`config.mk`:
```
export PLATFORM = sky130hd
export DESIGN_NAME = asmi_arbiter
export DESIGN_NICKNAME = d
export VERILOG_FILES = /design/src/rtl/asmi_arbiter.sv
export SDC_FILE = /design/constraint.sdc
export NUM_CORES = 1
export LEC_CHECK = 0
export CORE_AREA = 2 2 121 123
export CTS_CLUSTER_SIZE = 14
export DETAILED_ROUTE_END_ITERATION = 12
export DIE_AREA = 0 0 123 125
export DONT_BUFFER_PORTS = 1
export PLACE_DENSITY = 0.42
export SLEW_MARGIN = 25
export SYNTH_ARGS = -nofsm -noshare
export SYNTH_HDL_FRONTEND = slang
export SYNTH_SLANG_ARGS = --single-unit
```
`constraint.sdc`:
```
create_clock -name clock -period 3.35 [get_ports clock]
set_clock_uncertainty 0.15 [all_clocks]
set_input_delay 0.8375 -clock clock [delete_from_list [all_inputs] [get_ports clock]]
set_output_delay 0.8375 -clock clock [all_outputs]
set_load 0.1 [all_outputs]
```
`src/rtl/asmi_arbiter.sv`:
```
// Two-port round-robin arbiter in front of the ASMI flash Avalon-MM slave.
// Ownership is held for a whole burst; reads stay locked until the last beat or a watchdog abort.
module asmi_arbiter #(
    parameter int unsigned ADDR_W  = 26,
    parameter int unsigned DATA_W  = 32,
    parameter int unsigned BURST_W = 7,
    parameter int unsigned TIMEOUT = 1024
) (
    input  logic               clock,
    input  logic               reset,

    input  logic               s0_read,
    input  logic               s0_write,
    input  logic [ADDR_W-1:0]  s0_address,
    input  logic [BURST_W-1:0] s0_burstcount,
    input  logic [DATA_W-1:0]  s0_writedata,
    output logic               s0_waitrequest,
    output logic [DATA_W-1:0]  s0_readdata,
    output logic               s0_readdatavalid,

    input  logic               s1_read,
    input  logic               s1_write,
    input  logic [ADDR_W-1:0]  s1_address,
    input  logic [BURST_W-1:0] s1_burstcount,
    input  logic [DATA_W-1:0]  s1_writedata,
    output logic               s1_waitrequest,
    output logic [DATA_W-1:0]  s1_readdata,
    output logic               s1_readdatavalid,

    output logic               asmi_amm_read,
    output logic               asmi_amm_write,
    output logic [ADDR_W-1:0]  asmi_amm_address,
    output logic [BURST_W-1:0] asmi_amm_burstcount,
    output logic [DATA_W-1:0]  asmi_amm_writedata,
    input  logic               asmi_amm_waitrequest,
    input  logic [DATA_W-1:0]  asmi_amm_readdata,
    input  logic               asmi_amm_readdatavalid,

    output logic               owner,
    output logic               busy,
    output logic               err_timeout
);

    localparam int unsigned    WD_W  = $clog2(TIMEOUT + 1);
    localparam logic [WD_W-1:0] WdMax = WD_W'(TIMEOUT);

    typedef enum logic [1:0] {StIdle, StCmd, StWrData, StRdWait} state_e;

    state_e             state_q, state_d;
    logic               owner_q, owner_d;
    logic               last_grant_q, last_grant_d;
    logic               err_q, err_d;
    logic [BURST_W-1:0] beats_q, beats_d;
    logic [WD_W-1:0]    wdog_q, wdog_d;

    logic               req0, req1;
    logic               sel_read, sel_write;
    logic [BURST_W-1:0] sel_burst, burst_eff;

    assign req0      = s0_read | s0_write;
    assign req1      = s1_read | s1_write;
    assign sel_read  = owner_q ? s1_read : s0_read;
    assign sel_write = owner_q ? s1_write : s0_write;
    assign sel_burst = owner_q ? s1_burstcount : s0_burstcount;
    // A zero burstcount still moves one beat; it is forwarded unchanged.
    assign burst_eff = (sel_burst == '0) ? BURST_W'(1) : sel_burst;

    assign asmi_amm_address    = owner_q ? s1_address : s0_address;
    assign asmi_amm_burstcount = sel_burst;
    assign asmi_amm_writedata  = owner_q ? s1_writedata : s0_writedata;

    assign s0_readdata = asmi_amm_readdata;
    assign s1_readdata = asmi_amm_readdata;
    assign owner       = owner_q;
    assign busy        = (state_q != StIdle);
    assign err_timeout = err_q;

    always_comb begin
        state_d          = state_q;
        owner_d          = owner_q;
        last_grant_d     = last_grant_q;
        beats_d          = beats_q;
        wdog_d           = wdog_q;
        err_d            = err_q;
        asmi_amm_read    = 1'b0;
        asmi_amm_write   = 1'b0;
        s0_waitrequest   = 1'b1;
        s1_waitrequest   = 1'b1;
        s0_readdatavalid = 1'b0;
        s1_readdatavalid = 1'b0;

        unique case (state_q)
            StIdle: begin
                if (req0 | req1) begin
                    owner_d      = (req0 & req1) ? ~last_grant_q : req1;
                    last_grant_d = owner_d;
                    state_d      = StCmd;
                end
            end
            StCmd: begin
                asmi_amm_read  = sel_read;
                asmi_amm_write = sel_write & ~sel_read;
                if (owner_q) s1_waitrequest = asmi_amm_waitrequest;
                else         s0_waitrequest = asmi_amm_waitrequest;
                if ((sel_read | sel_write) && !asmi_amm_waitrequest) begin
                    if (sel_read) begin
                        beats_d = burst_eff;
                        wdog_d  = '0;
                        state_d = StRdWait;
                    end else begin
                        beats_d = burst_eff - BURST_W'(1);
                        state_d = (burst_eff == BURST_W'(1)) ? StIdle : StWrData;
                    end
                end else if (!(sel_read | sel_write)) begin
                    state_d = StIdle;
                end
            end
            StWrData: begin
                asmi_amm_write = sel_write;
                if (owner_q) s1_waitrequest = asmi_amm_waitrequest;
                else         s0_waitrequest = asmi_amm_waitrequest;
                if (sel_write && !asmi_amm_waitrequest) begin
                    beats_d = beats_q - BURST_W'(1);
                    if (beats_q == BURST_W'(1)) state_d = StIdle;
                end
            end
            StRdWait: begin
                if (owner_q) s1_readdatavalid = asmi_amm_readdatavalid;
                else         s0_readdatavalid = asmi_amm_readdatavalid;
                // A beat wins over a simultaneous watchdog expiry.
                if (asmi_amm_readdatavalid) begin
                    beats_d = beats_q - BURST_W'(1);
                    wdog_d  = '0;
                    if (beats_q == BURST_W'(1)) state_d = StIdle;
                end else begin
                    wdog_d = (wdog_q == WdMax) ? wdog_q : wdog_q + WD_W'(1);
                    if (wdog_q >= WdMax - WD_W'(1)) begin
                        err_d   = 1'b1;
                        state_d = StIdle;
                    end
                end
            end
            default: state_d = StIdle;
        endcase
    end

    always_ff @(posedge clock) begin
        if (reset) begin
            state_q      <= StIdle;
            owner_q      <= 1'b0;
            last_grant_q <= 1'b1;
            beats_q      <= '0;
            wdog_q       <= '0;
            err_q        <= 1'b0;
        end else begin
            state_q      <= state_d;
            owner_q      <= owner_d;
            last_grant_q <= last_grant_d;
            beats_q      <= beats_d;
            wdog_q       <= wdog_d;
            err_q        <= err_d;
        end
    end

endmodule

```
==> results.yml, run 1 <==
power_and_ir_drop:
  p_sw_mw: 1.19
  powerDensity_nw_per_um2: 599
  seqPwrFrac_pct: 17.0
  p_leak_nw: 1.22
  p_int_mw: 0.784
  clock_power_share_pct: 13.5
  netSwitchingFraction_pct: 60.3
  peakVddDrop_mv: 0.230
  combPwrFrac_pct: 69.5
  power.total_mw: 1.98
drt:
  ant_nets: 0
  post-route-drc-count: 0
  detail_route.wl_per_cell_um: 25.9
  wl_mm: 14.1
  vias: 2639
  drt-initial-drc-count: 165
  viasPerCell: 4.85
  drt-pass1-iter-count: 4
cts:
  cts_max_level: 1
  holdBufCountCts: 0
  cts_made_buffers: 3
  cts-resized-gates: 0
  tritoncts: "built"
  postCtsSetupBuffers: 0
  clock-sinks: 23
  worst_skew_pair.late_latency_ps: 260
  clockBufferDepth: 2
  clkSlewWorstSetupHoldPaths_ps: 70
  cts-root-buf: "clkbuf_16"
floorplan:
  core_um2: 14200
  die_x_um: 123
  io_pins: 308
  initial_core_util_pct: 20.8
  die_h_um: 125
  die_area_um2: 15400
  row_count: 44
critical_path:
  crit_type: "register to output pin"
  cp-end-kind: "output pin"
  path_delay_family: "buffers and inverters"
  max_stage_delay_ps: 580
  crit_path_cell_trace: "buf_4 -> mux2_2 -> buf_4"
  crit_top_cell: "buf_4"
  path_max_fanout: 35
  r2r_setup_slack_ps: 700
  critPathLaunchType: "register"
  arrival_ps: 2030
  crit_buf_inv: 2
  slowest_stage: "dfxtp_4"
  cp.required_ps: 2360
placement:
  place.gp.congestion: 0.869
  dp_hpwl_mm: 12.4
  portBuffers: 0
global_routing:
  antenna_found_initial: 7
  grt_start_max_net_pins: 36
  grt_pass1_vias: 2598
  grt_overflow: 0
  grtUsageTotal_pct: 17.4
  grt_first_pass_wirelength_mm: 19.0
synth:
  synth_area_leaders: "mux2_2 24%, buf_4 16%, dfxtp_1 16%, ha_1 4.2%, nor2_1 3.3%"
  syn_nets: 541
  ys_top_cells_by_count: "64 x buf_4, 64 x mux2_2, 26 x nor2_1, 23 x dfxtp_1, 17 x nand2_1"
  postSynthCellCount: 361
  syn-mean-instance-area_um2: 8.18
  ys.flop_type: "dfxtp_1"
  async_flop_share_pct: 0
  yosysTopAreaCell: "mux2_2"
  synth_warnings: 0
  synth_area_um2: 2950
  synth_edf_count: 0
  synth_top_cell_area_share_pct: 24.4
  ys_types: 54
  ys_seq_elements: 23
  ys_seq_area_share_pct: 15.6
sta:
  grt_setup_unrepaired: "false"
  setup_viol_count_final: 0
  relSlewSlack_pct: 32.7
  worst_slew_pin_slew_ps: 1010
  timing.final.crit_share_pct: 90.0
  final_max_slew_viol_count: 0
  post-route-min-period_ps: 3010
  hold-worst-slack_ps: 355
  fmax_ghz: 0.332
  finalHoldViolations: 0
cells_and_area:
  area_growth_pct: 11.7
  layout.nets: 534
  drive_above_1_share_pct: 41.1
worst_hold_path:
  hp-class: "register to register"
run_status:
  status: "finished, final reports clean"
job:
  max_cap_violations: 0
-- kinds of logic (layout without fill, tap and decap cells) --
| kind of cell | after synthesis | in the layout | share of synthesized area (%) |
|---|---|---|---|
| adders and majority gates | 10 | 10 | 4.24 |
| muxes | 69 | 69 | 26.1 |
| DFF | 23 | 23 | 15.6 |
| other | 0 | 7 | 0 |
| and+or+nand+nor | 98 | 98 | 17.7 |
| buffers and inverters | 93 | 85 | 20.2 |
| xor gates and xnor gates | 10 | 10 | 2.97 |
| AOI/OAI and AO/OA | 58 | 58 | 13.3 |
-- area by class of cell --
class	instances	area, um^2
Multi-Input combinational cell	245	1920
Timing Repair Buffer	67	541
Fill cell	1570	10900
Clock buffer	4	78.8
Sequential cell	23	464
Antenna cell	7	17.5
Inverter	14	52.6
Tap cell	184	230
-- power by group through the flow --
stage / clock network, mW / logic [mW] / registers, mW
6_report: 0.267 / 1.37 / 0.335
2_1_floorplan: 0 / 1.50 / 0.334
3_5_place_dp: 0 / 1.38 / 0.341
3_3_place_gp: 0 / 1.37 / 0.340
4_1_cts: 0.272 / 1.38 / 0.335
5_1_grt: 0.283 / 1.42 / 0.340
-- worst paths after layout --
| path | start | to | cells after the start |
|---|---|---|---|
| max | owner | asmi_amm_address[19] | 3 |
| min | beats_q[6] | beats_q[6] | 2 |
| max reg2reg | owner | beats_q[2] | 9 |
| min reg2reg | beats_q[6] | beats_q[6] | 2 |
-- sequential cells by signal, indices dropped and copies added (netlist names) --
name and count:
last_grant_q 1, owner 1, err_timeout 1, state_q 2
beats_q 7, wdog_q 11
-- layout by cell type (no fill, tap or decap), types with 3 or more instances in the layout --
cell / count
a21oi_1: 15
xnor2_1: 8
a311o_1: 3
o21ai_0: 14
nor4_1: 4
diode_2: 7
mux2_2: 64
nor3b_1: 3
inv_1: 14
nor2_1: 25
nand3_1: 5
clkbuf_16: 3
dfxtp_1: 22
buf_12: 3
nand2_1: 17
or3_1: 6
nor3_1: 12
nor4b_1: 4
buf_4: 64
mux2i_1: 5
ha_1: 10
o32ai_1: 3
-- through the flow --
stage	setup TNS (ps)	cells	cell area [um^2]	utilization, %	worst slack (ps)
3_3_place_gp	0	533	3200	22.6	426
6_report	0	544	3300	23.2	336
3_5_place_dp	0	533	3200	22.6	406
5_1_grt	0	537	3280	23.1	284
4_1_cts	0	537	3280	23.1	351
2_1_floorplan	-52.7	361	2980	-	-39.6
-- worst min-delay path, stage by stage (launching register included) --
cell	delay [ps]
dfxtp_1	320
nand2_1	60
o32ai_1	70
-- routing by layer --
layer | vias up | track usage (%) | routed length [um]
li1 | 1222 | - | -
met1 | 1223 | 23.3 | 5990
met2 | 186 | 26.6 | 6170
met3 | 8 | 8.62 | 1870
met4 | 0 | 0.869 | 38
met5 | - | 0 | 0
Note: power is estimated with default switching activity, not from simulation.
==> run 2, diff against run 1 <==
--- a/config.mk
+++ b/config.mk
@@ -11,7 +11,7 @@
 export DIE_AREA = 0 0 123 125
 export DONT_BUFFER_PORTS = 1
 export PLACE_DENSITY = 0.42
-export SLEW_MARGIN = 25
+export SKIP_LAST_GASP = 1
 export SYNTH_ARGS = -nofsm -noshare
 export SYNTH_HDL_FRONTEND = slang
 export SYNTH_SLANG_ARGS = --single-unit
==> results of run 2 <==
Same layout as run 1: the final DEF is identical, and so are final timing and power.
==> run 3, diff against run 2 <==
--- a/config.mk
+++ b/config.mk
@@ -5,12 +5,12 @@
 export SDC_FILE = /design/constraint.sdc
 export NUM_CORES = 1
 export LEC_CHECK = 0
-export CORE_AREA = 2 2 121 123
+export CORE_AREA = 2 2 118 120
 export CTS_CLUSTER_SIZE = 14
 export DETAILED_ROUTE_END_ITERATION = 12
-export DIE_AREA = 0 0 123 125
+export DIE_AREA = 0 0 120 122
 export DONT_BUFFER_PORTS = 1
-export PLACE_DENSITY = 0.42
+export PLACE_DENSITY = 0.43
 export SKIP_LAST_GASP = 1
 export SYNTH_ARGS = -nofsm -noshare
 export SYNTH_HDL_FRONTEND = slang
==> constraint.sdc (replaced) <==
create_clock -name clock -period 3.75 [get_ports clock]
set_clock_uncertainty 0.15 [all_clocks]
set_input_delay 0.9375 -clock clock [delete_from_list [all_inputs] [get_ports clock]]
set_output_delay 0.9375 -clock clock [all_outputs]
set_load 0.1 [all_outputs]
==> run 3 against run 2 <==
Die area decreased by 4.8%. Cell count decreased by 12%. Worst hold slack improved by 7.9 ps. Largest power group unchanged.
==> results.yml, run 3 (synthesized netlist as in run 1, its figures left out) <==
sta:
  fin_setup_tns_ps: 0
  setup_slack_ps: 525
  worst_slew_pin_slew_ps: 1010
  timing.final.crit_share_pct: 86.0
  relSlewSlack_pct: 32.5
  setup_viol_count_final: 0
  finalHoldViolations: 0
  final_max_slew_viol_count: 0
  post-route-min-period_ps: 3230
  hold-worst-slack_ps: 363
  fmax_ghz: 0.310
  grt_setup_unrepaired: "false"
power_and_ir_drop:
  power.total_mw: 1.66
  combPwrFrac_pct: 67.3
  clock_power_share_pct: 14.7
  seqPwrFrac_pct: 17.9
  netSwitchingFraction_pct: 63.5
  p_leak_nw: 0.942
  peakVddDrop_mv: 0.437
  p_sw_mw: 1.05
  powerDensity_nw_per_um2: 587
  p_int_mw: 0.605
cells_and_area:
  regMostFlops: "wdog_q"
  largest_reg_flops: 11
  layout_commonest_cell: "mux2_2"
  final_cell_mix: "64 x mux2_2, 25 x nor2_1, 22 x dfxtp_1"
  area_growth_pct: -4.36
  layout.nets: 476
  utilization_pct: 20.9
  fillCellCount: 1491
  drive_above_1_share_pct: 29.8
  reg.largest.list: "wdog_q x11, beats_q x7, state_q x2"
worst_hold_path:
  hp-start: "beats_q[4]"
  min_to: "beats_q[4]"
  hp-class: "register to register"
  min_path_cells: 2
global_routing:
  antenna_found_initial: 5
  grt_start_max_net_pins: 60
  grt_overflow: 0
  grt_first_pass_wirelength_mm: 16.1
  grt_pass1_vias: 2306
  grtUsageTotal_pct: 15.2
critical_path:
  r2r_cells: 9
  regToRegEndpoint: "beats_q[6]"
  crit_start: "owner"
  crit_path_cell_trace: "buf_4 -> mux2_2"
  critPathLaunchType: "register"
  r2r_setup_slack_ps: 1080
  path_max_fanout: 59
  cp.required_ps: 2660
  max_stage_delay_ps: 670
  crit_type: "register to output pin"
  r2r-start: "owner"
  slowest_stage: "mux2_2"
  arrival_ps: 2140
  cp-end-kind: "output pin"
cts:
  clockBufferDepth: 2
  cts_made_buffers: 3
  worst_skew_pair.late_latency_ps: 260
  cts-root-buf: "clkbuf_16"
  clock-sinks: 23
  clkSlewWorstSetupHoldPaths_ps: 70
  cts-resized-gates: 0
  postCtsSetupBuffers: 0
  cts_max_level: 1
  holdBufCountCts: 0
  tritoncts: "built"
drt:
  wl_mm: 11.8
  vias: 2437
  drt-initial-drc-count: 153
  post-route-drc-count: 0
  ant_nets: 0
  viasPerCell: 5.11
  detail_route.wl_per_cell_um: 24.6
  drt-pass1-iter-count: 4
floorplan:
  row_count: 43
  die_h_um: 122
  initial_core_util_pct: 21.9
  io_pins: 308
  die_x_um: 120
  die_area_um2: 14600
  core_um2: 13500
placement:
  portBuffers: 0
  dp_hpwl_mm: 10.3
  pre_cts_slack_ps: 639
  place.gp.congestion: 0.875
job:
  max_cap_violations: 0
run_status:
  status: "finished, final reports clean"
==> run 3: cell count changes in the layout (fill, tap and decap cells not counted) <==
| cell | previous run | this run |
|---|---|---|
| buf_12 | 3 | 1 |
| buf_4 | 64 | 8 |
| clkbuf_1 | 1 | 0 |
| diode_2 | 7 | 2 |
| inv_4 | 0 | 1 |
==> run 3: how the worst max path moves through the flow <==
| stage | to | cells past startpoint | slack, ps |
|---|---|---|---|
| 6_report | asmi_amm_address[15] | 2 | 520 |
| 3_3_place_gp | asmi_amm_write | 4 | 620 |
| 5_1_grt | asmi_amm_writedata[31] | 2 | 400 |
| 3_5_place_dp | asmi_amm_write | 4 | 640 |
| 2_1_floorplan | s0_waitrequest | 5 | 6 |
| 4_1_cts | asmi_amm_writedata[24] | 2 | 500 |
==> run 3: cell type report <==
cell class	instances	area [um^2]	share of cell area, %
Tap cell	180	225	7.97
Clock inverter	1	6.26	0.221
Timing Repair Buffer	9	80.1	2.83
Multi-Input combinational cell	245	1920	67.8
Clock buffer	3	75.1	2.66
Inverter	14	52.6	1.86
Sequential cell	23	464	16.4
Antenna cell	2	5.00	0.177
==> run 3: through the flow <==
stage	cells	area, um^2
finish	477	2830
floorplan	361	2980
global placement	471	2740
detailed placement	471	2740
CTS	475	2820
global route	477	2830
==> run 3: power by group through the flow <==
stage	Sequential (mW)	Clock [mW]	Combinational [mW]
floorplan	0.298	0	1.34
global placement	0.302	0	1.12
detailed placement	0.303	0	1.12
CTS	0.298	0.250	1.12
global route	0.303	0.260	1.16
finish	0.298	0.244	1.12
==> run 3: critical path: cells and delay by family, from the launching register on <==
| family | cells | cell delay (ps) |
|---|---|---|
| buffers and inverters | 1 | 620 |
| DFF | 1 | 540 |
| muxes | 1 | 670 |
==> run 3: metal layers <==
metal | share of wire (%) | up-vias | GRT usage (%)
li1 | - | 1104 | -
met1 | 38 | 1135 | 16.7
met4 | 1.7 | 2 | 3.24
met3 | 11 | 20 | 7.58
met5 | 0.11 | - | 0
met2 | 50 | 176 | 26.4
